<file path="src/rtl/custom_acc_ctrl_pkg.sv">
// Shared definitions for the accelerator start/finish controller:
// register map, CTRL/STATUS bit positions, FSM encoding and helpers.
package custom_acc_ctrl_pkg;

    // Word addresses on the Avalon-MM slave port
    localparam logic [2:0] AddrCtrl      = 3'd0;
    localparam logic [2:0] AddrStatus    = 3'd1;
    localparam logic [2:0] AddrCyclesLo  = 3'd2;
    localparam logic [2:0] AddrCyclesHi  = 3'd3;
    localparam logic [2:0] AddrTimeoutLo = 3'd4;
    localparam logic [2:0] AddrTimeoutHi = 3'd5;
    localparam logic [2:0] AddrRuns      = 3'd6;

    // CTRL write bits
    localparam int unsigned CtrlGoBit    = 0;
    localparam int unsigned CtrlClrBit   = 1;
    localparam int unsigned CtrlIrqEnBit = 2;

    // STATUS read bits
    localparam int unsigned StatBusyBit     = 0;
    localparam int unsigned StatDoneBit     = 1;
    localparam int unsigned StatTimeoutBit  = 2;
    localparam int unsigned StatSpuriousBit = 3;

    typedef enum logic [1:0] {
        StIdle  = 2'd0,
        StStart = 2'd1,
        StWait  = 2'd2
    } acc_state_e;

    // Increment that sticks at all-ones instead of wrapping
    function automatic logic [63:0] sat_inc64(input logic [63:0] v);
        return (&v) ? v : v + 64'd1;
    endfunction

endpackage

</file>
<file path="src/rtl/custom_acc_ctrl_if.sv">
// Avalon-MM slave bus between the HPS bridge (master) and the controller (slave).
interface custom_acc_ctrl_if;

    logic [2:0]  avs_address;
    logic        avs_read;
    logic        avs_write;
    logic [31:0] avs_writedata;
    logic [31:0] avs_readdata;

    modport master (
        output avs_address,
        output avs_read,
        output avs_write,
        output avs_writedata,
        input  avs_readdata
    );

    modport slave (
        input  avs_address,
        input  avs_read,
        input  avs_write,
        input  avs_writedata,
        output avs_readdata
    );

endinterface

</file>
<file path="src/rtl/custom_acc_ctrl_regs.sv">
// Avalon-MM decode and readback mux. Holds the software-owned config
// (IRQ_EN, TIMEOUT) and turns CTRL writes into GO/CLR pulses.
module custom_acc_ctrl_regs
    import custom_acc_ctrl_pkg::*;
#(
    parameter logic [63:0] DefaultTimeout = 64'd100000000
) (
    input  logic                    clk_i,
    input  logic                    rst_ni,
    custom_acc_ctrl_if.slave        avs,
    input  logic                    busy_i,
    input  logic                    done_i,
    input  logic                    timeout_i,
    input  logic                    spurious_i,
    input  logic [63:0]             cycles_i,
    input  logic [31:0]             runs_i,
    output logic                    go_o,
    output logic                    clr_o,
    output logic                    irq_en_o,
    output logic [63:0]             timeout_o
);

    logic        irq_en_q, irq_en_d;
    logic [63:0] timeout_q, timeout_d;
    logic [31:0] rdata_q, rdata_d;
    logic        ctrl_wr;

    assign ctrl_wr = avs.avs_write && (avs.avs_address == AddrCtrl);
    assign go_o    = ctrl_wr && avs.avs_writedata[CtrlGoBit];
    assign clr_o   = ctrl_wr && avs.avs_writedata[CtrlClrBit];

    // Config register writes
    always_comb begin
        irq_en_d  = irq_en_q;
        timeout_d = timeout_q;
        if (avs.avs_write) begin
            case (avs.avs_address)
                AddrCtrl:      irq_en_d = avs.avs_writedata[CtrlIrqEnBit];
                AddrTimeoutLo: timeout_d[31:0] = avs.avs_writedata;
                AddrTimeoutHi: timeout_d[63:32] = avs.avs_writedata;
                default:       ;
            endcase
        end
    end

    // Readback mux; sampled from current state so a same-cycle write is not visible
    always_comb begin
        rdata_d = '0;
        if (avs.avs_read) begin
            case (avs.avs_address)
                AddrCtrl:      rdata_d[CtrlIrqEnBit] = irq_en_q;
                AddrStatus: begin
                    rdata_d[StatBusyBit]     = busy_i;
                    rdata_d[StatDoneBit]     = done_i;
                    rdata_d[StatTimeoutBit]  = timeout_i;
                    rdata_d[StatSpuriousBit] = spurious_i;
                end
                AddrCyclesLo:  rdata_d = cycles_i[31:0];
                AddrCyclesHi:  rdata_d = cycles_i[63:32];
                AddrTimeoutLo: rdata_d = timeout_q[31:0];
                AddrTimeoutHi: rdata_d = timeout_q[63:32];
                AddrRuns:      rdata_d = runs_i;
                default:       rdata_d = '0;
            endcase
        end
    end

    // Register state and the one-cycle read data pipeline
    always_ff @(posedge clk_i or negedge rst_ni) begin
        if (!rst_ni) begin
            irq_en_q  <= 1'b0;
            timeout_q <= DefaultTimeout;
            rdata_q   <= '0;
        end else begin
            irq_en_q  <= irq_en_d;
            timeout_q <= timeout_d;
            rdata_q   <= rdata_d;
        end
    end

    assign avs.avs_readdata = rdata_q;
    assign irq_en_o         = irq_en_q;
    assign timeout_o        = timeout_q;

endmodule

</file>
<file path="src/rtl/custom_acc_ctrl.sv">
// Initiator-side controller for the accelerator start/finish handshake:
// issues a one-cycle start, counts cycles to finish, flags done/timeout/spurious.
module custom_acc_ctrl
    import custom_acc_ctrl_pkg::*;
#(
    parameter logic [63:0] DEFAULT_TIMEOUT = 64'd100000000
) (
    input  logic                clk,
    input  logic                reset,
    custom_acc_ctrl_if.slave    avs,
    output logic                o_start,
    input  logic                i_finish,
    output logic                o_irq
);

    acc_state_e  state_q, state_d;
    logic        start_q, start_d;
    logic [63:0] cnt_q, cnt_d;
    logic [63:0] cycles_q, cycles_d;
    logic [31:0] runs_q, runs_d;
    logic        done_q, done_d;
    logic        timeout_q, timeout_d;
    logic        spurious_q, spurious_d;

    logic        go;
    logic        clr;
    logic        irq_en;
    logic        busy;
    logic [63:0] timeout_val;
    logic [63:0] cnt_inc;

    assign busy    = (state_q != StIdle);
    assign cnt_inc = sat_inc64(cnt_q);

    custom_acc_ctrl_regs #(
        .DefaultTimeout (DEFAULT_TIMEOUT)
    ) u_regs (
        .clk_i      (clk),
        .rst_ni     (reset),
        .avs        (avs),
        .busy_i     (busy),
        .done_i     (done_q),
        .timeout_i  (timeout_q),
        .spurious_i (spurious_q),
        .cycles_i   (cycles_q),
        .runs_i     (runs_q),
        .go_o       (go),
        .clr_o      (clr),
        .irq_en_o   (irq_en),
        .timeout_o  (timeout_val)
    );

    // Next-state: CLR is applied first so CLR+GO in one write clears then starts
    always_comb begin
        state_d    = state_q;
        start_d    = 1'b0;
        cnt_d      = cnt_q;
        cycles_d   = cycles_q;
        runs_d     = runs_q;
        done_d     = done_q;
        timeout_d  = timeout_q;
        spurious_d = spurious_q;

        if (clr) begin
            done_d     = 1'b0;
            timeout_d  = 1'b0;
            spurious_d = 1'b0;
        end

        case (state_q)
            StIdle: begin
                if (i_finish) spurious_d = 1'b1;
                if (go) begin
                    state_d = StStart;
                    start_d = 1'b1;
                end
            end
            StStart: begin
                if (i_finish) spurious_d = 1'b1;
                cnt_d     = '0;
                done_d    = 1'b0;
                timeout_d = 1'b0;
                state_d   = StWait;
            end
            StWait: begin
                cnt_d = cnt_inc;
                // Finish has priority over a timeout hitting in the same cycle
                if (i_finish) begin
                    cycles_d = cnt_inc;
                    done_d   = 1'b1;
                    runs_d   = runs_q + 32'd1;
                    state_d  = StIdle;
                end else if ((timeout_val != '0) && (cnt_inc == timeout_val)) begin
                    cycles_d  = timeout_val;
                    timeout_d = 1'b1;
                    state_d   = StIdle;
                end
            end
            default: state_d = StIdle;
        endcase
    end

    // FSM, counters and flags; reset aborts any run in progress
    always_ff @(posedge clk or negedge reset) begin
        if (!reset) begin
            state_q    <= StIdle;
            start_q    <= 1'b0;
            cnt_q      <= '0;
            cycles_q   <= '0;
            runs_q     <= '0;
            done_q     <= 1'b0;
            timeout_q  <= 1'b0;
            spurious_q <= 1'b0;
        end else begin
            state_q    <= state_d;
            start_q    <= start_d;
            cnt_q      <= cnt_d;
            cycles_q   <= cycles_d;
            runs_q     <= runs_d;
            done_q     <= done_d;
            timeout_q  <= timeout_d;
            spurious_q <= spurious_d;
        end
    end

    assign o_start = start_q;
    assign o_irq   = irq_en & (done_q | timeout_q);

endmodule

</file>
<file path="src/flat_wrapper.sv">
// flat-port wrapper written by rule: the top's interface ports become plain ports
module custom_acc_ctrl_flat import custom_acc_ctrl_pkg::*;
#(
    parameter logic [63:0] DEFAULT_TIMEOUT = 64'd100000000
)
  (clk, reset, o_start, i_finish, o_irq, avs_avs_address, avs_avs_read, avs_avs_write, avs_avs_writedata, avs_avs_readdata);
  custom_acc_ctrl_if avs_i ();
  input  logic clk;
  input  logic reset;
  output logic o_start;
  input  logic i_finish;
  output logic o_irq;
  input wire logic [$bits(avs_i.avs_address)-1:0] avs_avs_address;
  input wire logic [$bits(avs_i.avs_read)-1:0] avs_avs_read;
  input wire logic [$bits(avs_i.avs_write)-1:0] avs_avs_write;
  input wire logic [$bits(avs_i.avs_writedata)-1:0] avs_avs_writedata;
  output wire logic [$bits(avs_i.avs_readdata)-1:0] avs_avs_readdata;
  assign avs_i.avs_address = avs_avs_address;
  assign avs_i.avs_read = avs_avs_read;
  assign avs_i.avs_write = avs_avs_write;
  assign avs_i.avs_writedata = avs_avs_writedata;
  assign avs_avs_readdata = avs_i.avs_readdata;
  custom_acc_ctrl #(.DEFAULT_TIMEOUT(DEFAULT_TIMEOUT)) u_core (.clk(clk), .reset(reset), .avs(avs_i), .o_start(o_start), .i_finish(i_finish), .o_irq(o_irq));
endmodule
</file>
<file path="config.mk">
export PLATFORM = sky130hd
export DESIGN_NAME = custom_acc_ctrl_flat
export DESIGN_NICKNAME = d
export VERILOG_FILES = /design/src/rtl/custom_acc_ctrl_pkg.sv /design/src/rtl/custom_acc_ctrl_if.sv /design/src/rtl/custom_acc_ctrl_regs.sv /design/src/rtl/custom_acc_ctrl.sv /design/src/flat_wrapper.sv
export SDC_FILE = /design/constraint.sdc
export NUM_CORES = 1
export LEC_CHECK = 0
export ABC_AREA = 1
export ABC_CLOCK_PERIOD_IN_PS = 3100
export CORE_AREA = 2 2 175 177
export CTS_BUF_LIST = sky130_fd_sc_hd__clkbuf_2
export DETAILED_ROUTE_END_ITERATION = 16
export DIE_AREA = 0 0 177 179
export PLACE_DENSITY = 0.76
export SYNTH_ARGS = -nofsm -noshare
export SYNTH_HDL_FRONTEND = slang
export SYNTH_SLANG_ARGS = --single-unit
</file>
<file path="constraint.sdc">
create_clock -name clk -period 3.1 [get_ports clk]
set_clock_uncertainty 0.15 [all_clocks]
set_input_delay 0.775 -clock clk [delete_from_list [all_inputs] [get_ports clk]]
set_output_delay 0.775 -clock clk [all_outputs]
set_load 0.02 [all_outputs]
</file>
==> impl_metrics.py <==
metrics = {
    "power_and_ir_drop": {
        "p_sw_share_pct": 41.8,
        "max-vdd-ir-drop_mv": 0.486,
        "p_clk_share_pct": 24.9,
        "pwr-share-seq_pct": 43.3,
        "intPower_w": 0.00614,
        "p_comb_share_pct": 31.8,
        "total_leakage_power_nw": 11.4,
        "powerDensity_nw_per_um2": 454,
        "p_sw_w": 0.00441,
    },
    "sta": {
        "rsz0062_at_grt": "true",
        "fmax_mhz": 272,
        "slew_headroom_pct": 26.2,
        "setup_viol": 67,
        "fin_crit_sh_pct": 119,
        "hold_violations": 0,
        "finalCriticalPeriod_ps": 3680,
        "setup_slack_ps": -579,
        "worst_pin_slew_ps": 1100,
        "fin_tns_setup_ps": -34220,
        "drv_slew": 0,
    },
    "worst_setup_path": {
        "critPathSlowestCell": "dfrtp_1",
        "regToRegSetupSlack_ps": -580,
        "arrival_ps": 4380,
        "worstSetupEndpoint": "u_core.cycles_q[12]$_DFFE_PN0P_",
        "reg2reg_to": "u_core.cycles_q[12]$_DFFE_PN0P_",
        "rr_worst_depth": 24,
        "crit_path_end_kind": "register",
        "worstReg2RegStart": "u_core.cnt_q[9]$_DFFE_PN0N_",
        "critPathLaunchType": "register",
        "path_cells": "nand2_2 -> nor2_4 -> nand2_2 -> buf_6 -> nor2_4 -> buf_4 -> buf_4 -> xor2_4 -> nand2_4 -> buf_4 -> nand2_1 -> nand2_2 -> nor2_1 -> nand2_1 -> nor2_1 -> nand2_1 -> nor2_4 -> nand3_4 -> nand2_4 -> buf_12 -> nand2_8 -> clkbuf_16 -> nand2_2 -> nand2_1",
        "critPathMaxStageDelay_ps": 440,
        "cp.required_ps": 3800,
        "crit_path_max_fanout": 6,
        "cp-startpoint": "u_core.cnt_q[9]$_DFFE_PN0N_",
        "critPathKind": "register to register",
    },
    "hold_path": {
        "hold_start": "i_finish",
        "hold_path_depth": 4,
        "hold_path_class": "input pin to register",
    },
    "placed_design": {
        "dpl_cell_area_um2": 20400,
        "port_buffers": 73,
        "place_congestion": 1.03,
        "hpwlAfterDp_mm": 52.1,
    },
    "floorplan": {
        "rows": 64,
        "coreArea_um2": 30000,
        "initial_utilization_pct": 53.7,
        "die_area_um2": 31700,
        "ioPinCount": 74,
        "die_height_um": 179,
        "die_w_um": 177,
    },
    "clocking": {
        "cts.sinks": 263,
        "cts-root-buf": "clkbuf_2",
        "clock_latency_ps": 1010,
        "cts_max_level": 3,
        "numCtsBuffers": 73,
        "clockBufferDepth": 3,
        "tritoncts": "done",
        "clk_pin_slew_worst_paths_ps": 100,
    },
    "logic_synthesis": {
        "syn_area_per_cell_um2": 6.83,
        "syn_inst": 2361,
        "yosysSeqAreaShare_pct": 40.9,
        "synthFlopType": "dfrtp_1",
        "syn_area_um2": 16100,
        "syn_nets": 2407,
        "synth_edf_count": 0,
        "synth-seq-cells": 263,
        "yosysWarnings": 0,
        "ys_types": 39,
        "async_reset_ff_share_pct": 100,
    },
    "route": {
        "wire_per_inst_um": 22.5,
        "firstDrtPassIters": 8,
        "wl_mm": 75.7,
        "dr.first_iter.drc_count": 2984,
        "drc": 0,
        "ant_nets": 0,
        "vias": 20204,
        "avgViaCountPerCell": 6.01,
    },
    "cells_and_area": {
        "syn_to_final_growth_pct": 44.2,
        "drive_gt1_share_pct": 33.1,
        "finalNetCount": 2956,
        "fin_area_um2": 23300,
        "fill_cells": 2196,
        "final_util_pct": 77.5,
    },
    "global_route": {
        "grt_pass1_vias": 17670,
        "grt_start_max_net_pins": 106,
        "grt_pass1_wl_mm": 101,
        "grt_antenna_before_repair": 3,
        "track_usage_pct": 42.8,
        "grt_overflow": 0,
    },
    "status": {
        "violations": "setup timing",
        "status": "complete, but fails checks",
    },
    "job": {
        "drv_cap": 0,
    },
}
==> what timing repair did <==
action / CTS / global route
buffers inserted: 11 / 21
gates resized for setup: 101 / 323
hold endpoints to repair: 71 / 0
pin swaps: 19 / 66
setup endpoints to repair: 67 / 74
gates cloned: 3 / 16
hold buffers: 1 / 0
==> cells in the mapped netlist (2+ instances only) <==
cell | number | area (um2)
inv_2 | 6 | 22.5
dfrtp_1 | 251 | 6280
nor3_2 | 2 | 20.0
clkinv_1 | 2 | 7.51
dfstp_2 | 12 | 315
clkbuf_1 | 55 | 206
nand2_2 | 5 | 31.3
nand2_1 | 781 | 2930
nand3_1 | 238 | 1190
inv_1 | 257 | 965
nor2_1 | 250 | 938
a31oi_1 | 8 | 50.1
and2_1 | 5 | 31.3
nor2_2 | 10 | 62.6
buf_1 | 12 | 45.0
nor4_1 | 9 | 56.3
o21ai_0 | 160 | 801
xor2_2 | 2 | 32.5
nor3_1 | 15 | 75.1
a221oi_1 | 10 | 87.6
o22ai_1 | 70 | 438
xnor2_1 | 3 | 26.3
xor2_1 | 60 | 526
buf_4 | 2 | 15.0
o21ai_1 | 8 | 40.0
a211oi_1 | 22 | 165
buf_2 | 14 | 70.1
ha_1 | 6 | 75.1
nand4_1 | 62 | 388
buf_6 | 13 | 146
nand3b_1 | 3 | 22.5
==> cell families after synthesis <==
logic type,synth area share [%]
adder cells (fa/ha/maj),0.465
AND/OR/NAND/NOR,35.8
AO/OA/AOI/OAI,9.99
XOR/XNOR,3.62
flip-flops,40.9
multiplexers,0.0698
buffers and inverters,9.16
==> worst min-delay path by stage <==
stage / to
4_1_cts: u_core.runs_q[0]$_DFFE_PN0P_
3_5_place_dp: u_core.cycles_q[40]$_DFFE_PN0P_
2_1_floorplan: u_core.runs_q[23]$_DFFE_PN0P_
3_3_place_gp: u_core.cycles_q[9]$_DFFE_PN0P_
5_1_grt: u_core.runs_q[0]$_DFFE_PN0P_
6_report: u_core.runs_q[0]$_DFFE_PN0P_
==> metrics by stage <==
stage | instances | hold slack [ps] | worst slack [ps] | power [W]
6_report | 3360 | 98.6 | -579 | 0.0106
5_1_grt | 3360 | 121 | -622 | 0.0109
4_1_cts | 3321 | 82.8 | -296 | 0.00982
3_5_place_dp | 3179 | 308 | -478 | 0.00722
3_3_place_gp | 3179 | 305 | -447 | 0.00713
2_1_floorplan | 2361 | 292 | 28.0 | 0.00586
==> power by group through the flow <==
stage	logic [W]	clock network [W]	registers [W]
after detailed placement	0.00275	0	0.00446
after CTS	0.00282	0.00259	0.00441
final	0.00335	0.00263	0.00457
after global routing	0.00353	0.00281	0.00459
after floorplan	0.00151	0	0.00435
after global placement	0.00268	0	0.00445
==> routing by layer <==
layer  global-route usage (%)  vias up  part of all wire [%]
met5                        0        -                     0
met4                     15.3        0                   6.4
met3                     11.6      447                    15
met2                     63.8     1674                    42
met1                     59.9     9307                    37
li1                         -     8776                     -
==> sequential cells by signal, summed over array words and instances (netlist names) <==
name / cells
u_core.cnt_q: 64
u_core.cycles_q: 64
u_core.done_q: 1
u_core.o_start: 1
u_core.runs_q: 32
u_core.spurious_q: 1
u_core.state_q: 2
u_core.timeout_q: 1
u_core.u_regs.avs.avs_readdata: 32
u_core.u_regs.irq_en_o: 1
u_core.u_regs.timeout_o: 64
==> final cells by class <==
class / instances / area [um2] / share of cell area [%]
inverter: 265 / 995 / 4.28
clock inverter: 15 / 65.1 / 0.280
clock buffer: 112 / 561 / 2.41
multi-input combinational: 1738 / 9500 / 40.9
antenna: 2 / 5.00 / 0.0215
sequential: 263 / 6610 / 28.4
tap: 396 / 495 / 2.13
timing repair buffer: 569 / 5030 / 21.6
==> layout by cell type (no fill, tap or decap), types with 4 or more instances in the layout <==
master and count:
nand2_1 624, buf_4 446, inv_1 252, dfrtp_1 244, nand3_1 209, o21ai_0 160, nor2_1 158, nand2_2 119
clkbuf_2 112, nor2_2 73, clkdlybuf4s50_1 71, o22ai_1 70, nand4_1 62, xor2_1 43, nand2_4 43, nor2_4 30
nand3_2 27, a211oi_1 22, xor2_2 17, buf_12 17, inv_2 14, clkbuf_16 13, nor3_1 12, buf_6 12
dfstp_2 12, clkinv_1 11, a221oi_1 10, nor4_1 8, a31oi_1 8, dfrtp_2 7, buf_8 5, o21ai_2 4
==> critical path: cells and delay by family (launching register included) <==
kind          cells  cell delay [ps]
xor+xnor          1              310
buf+inv           6              940
flops             1              440
simple gates     17             1780
No activity file was read; power rests on OpenSTA's default activity.
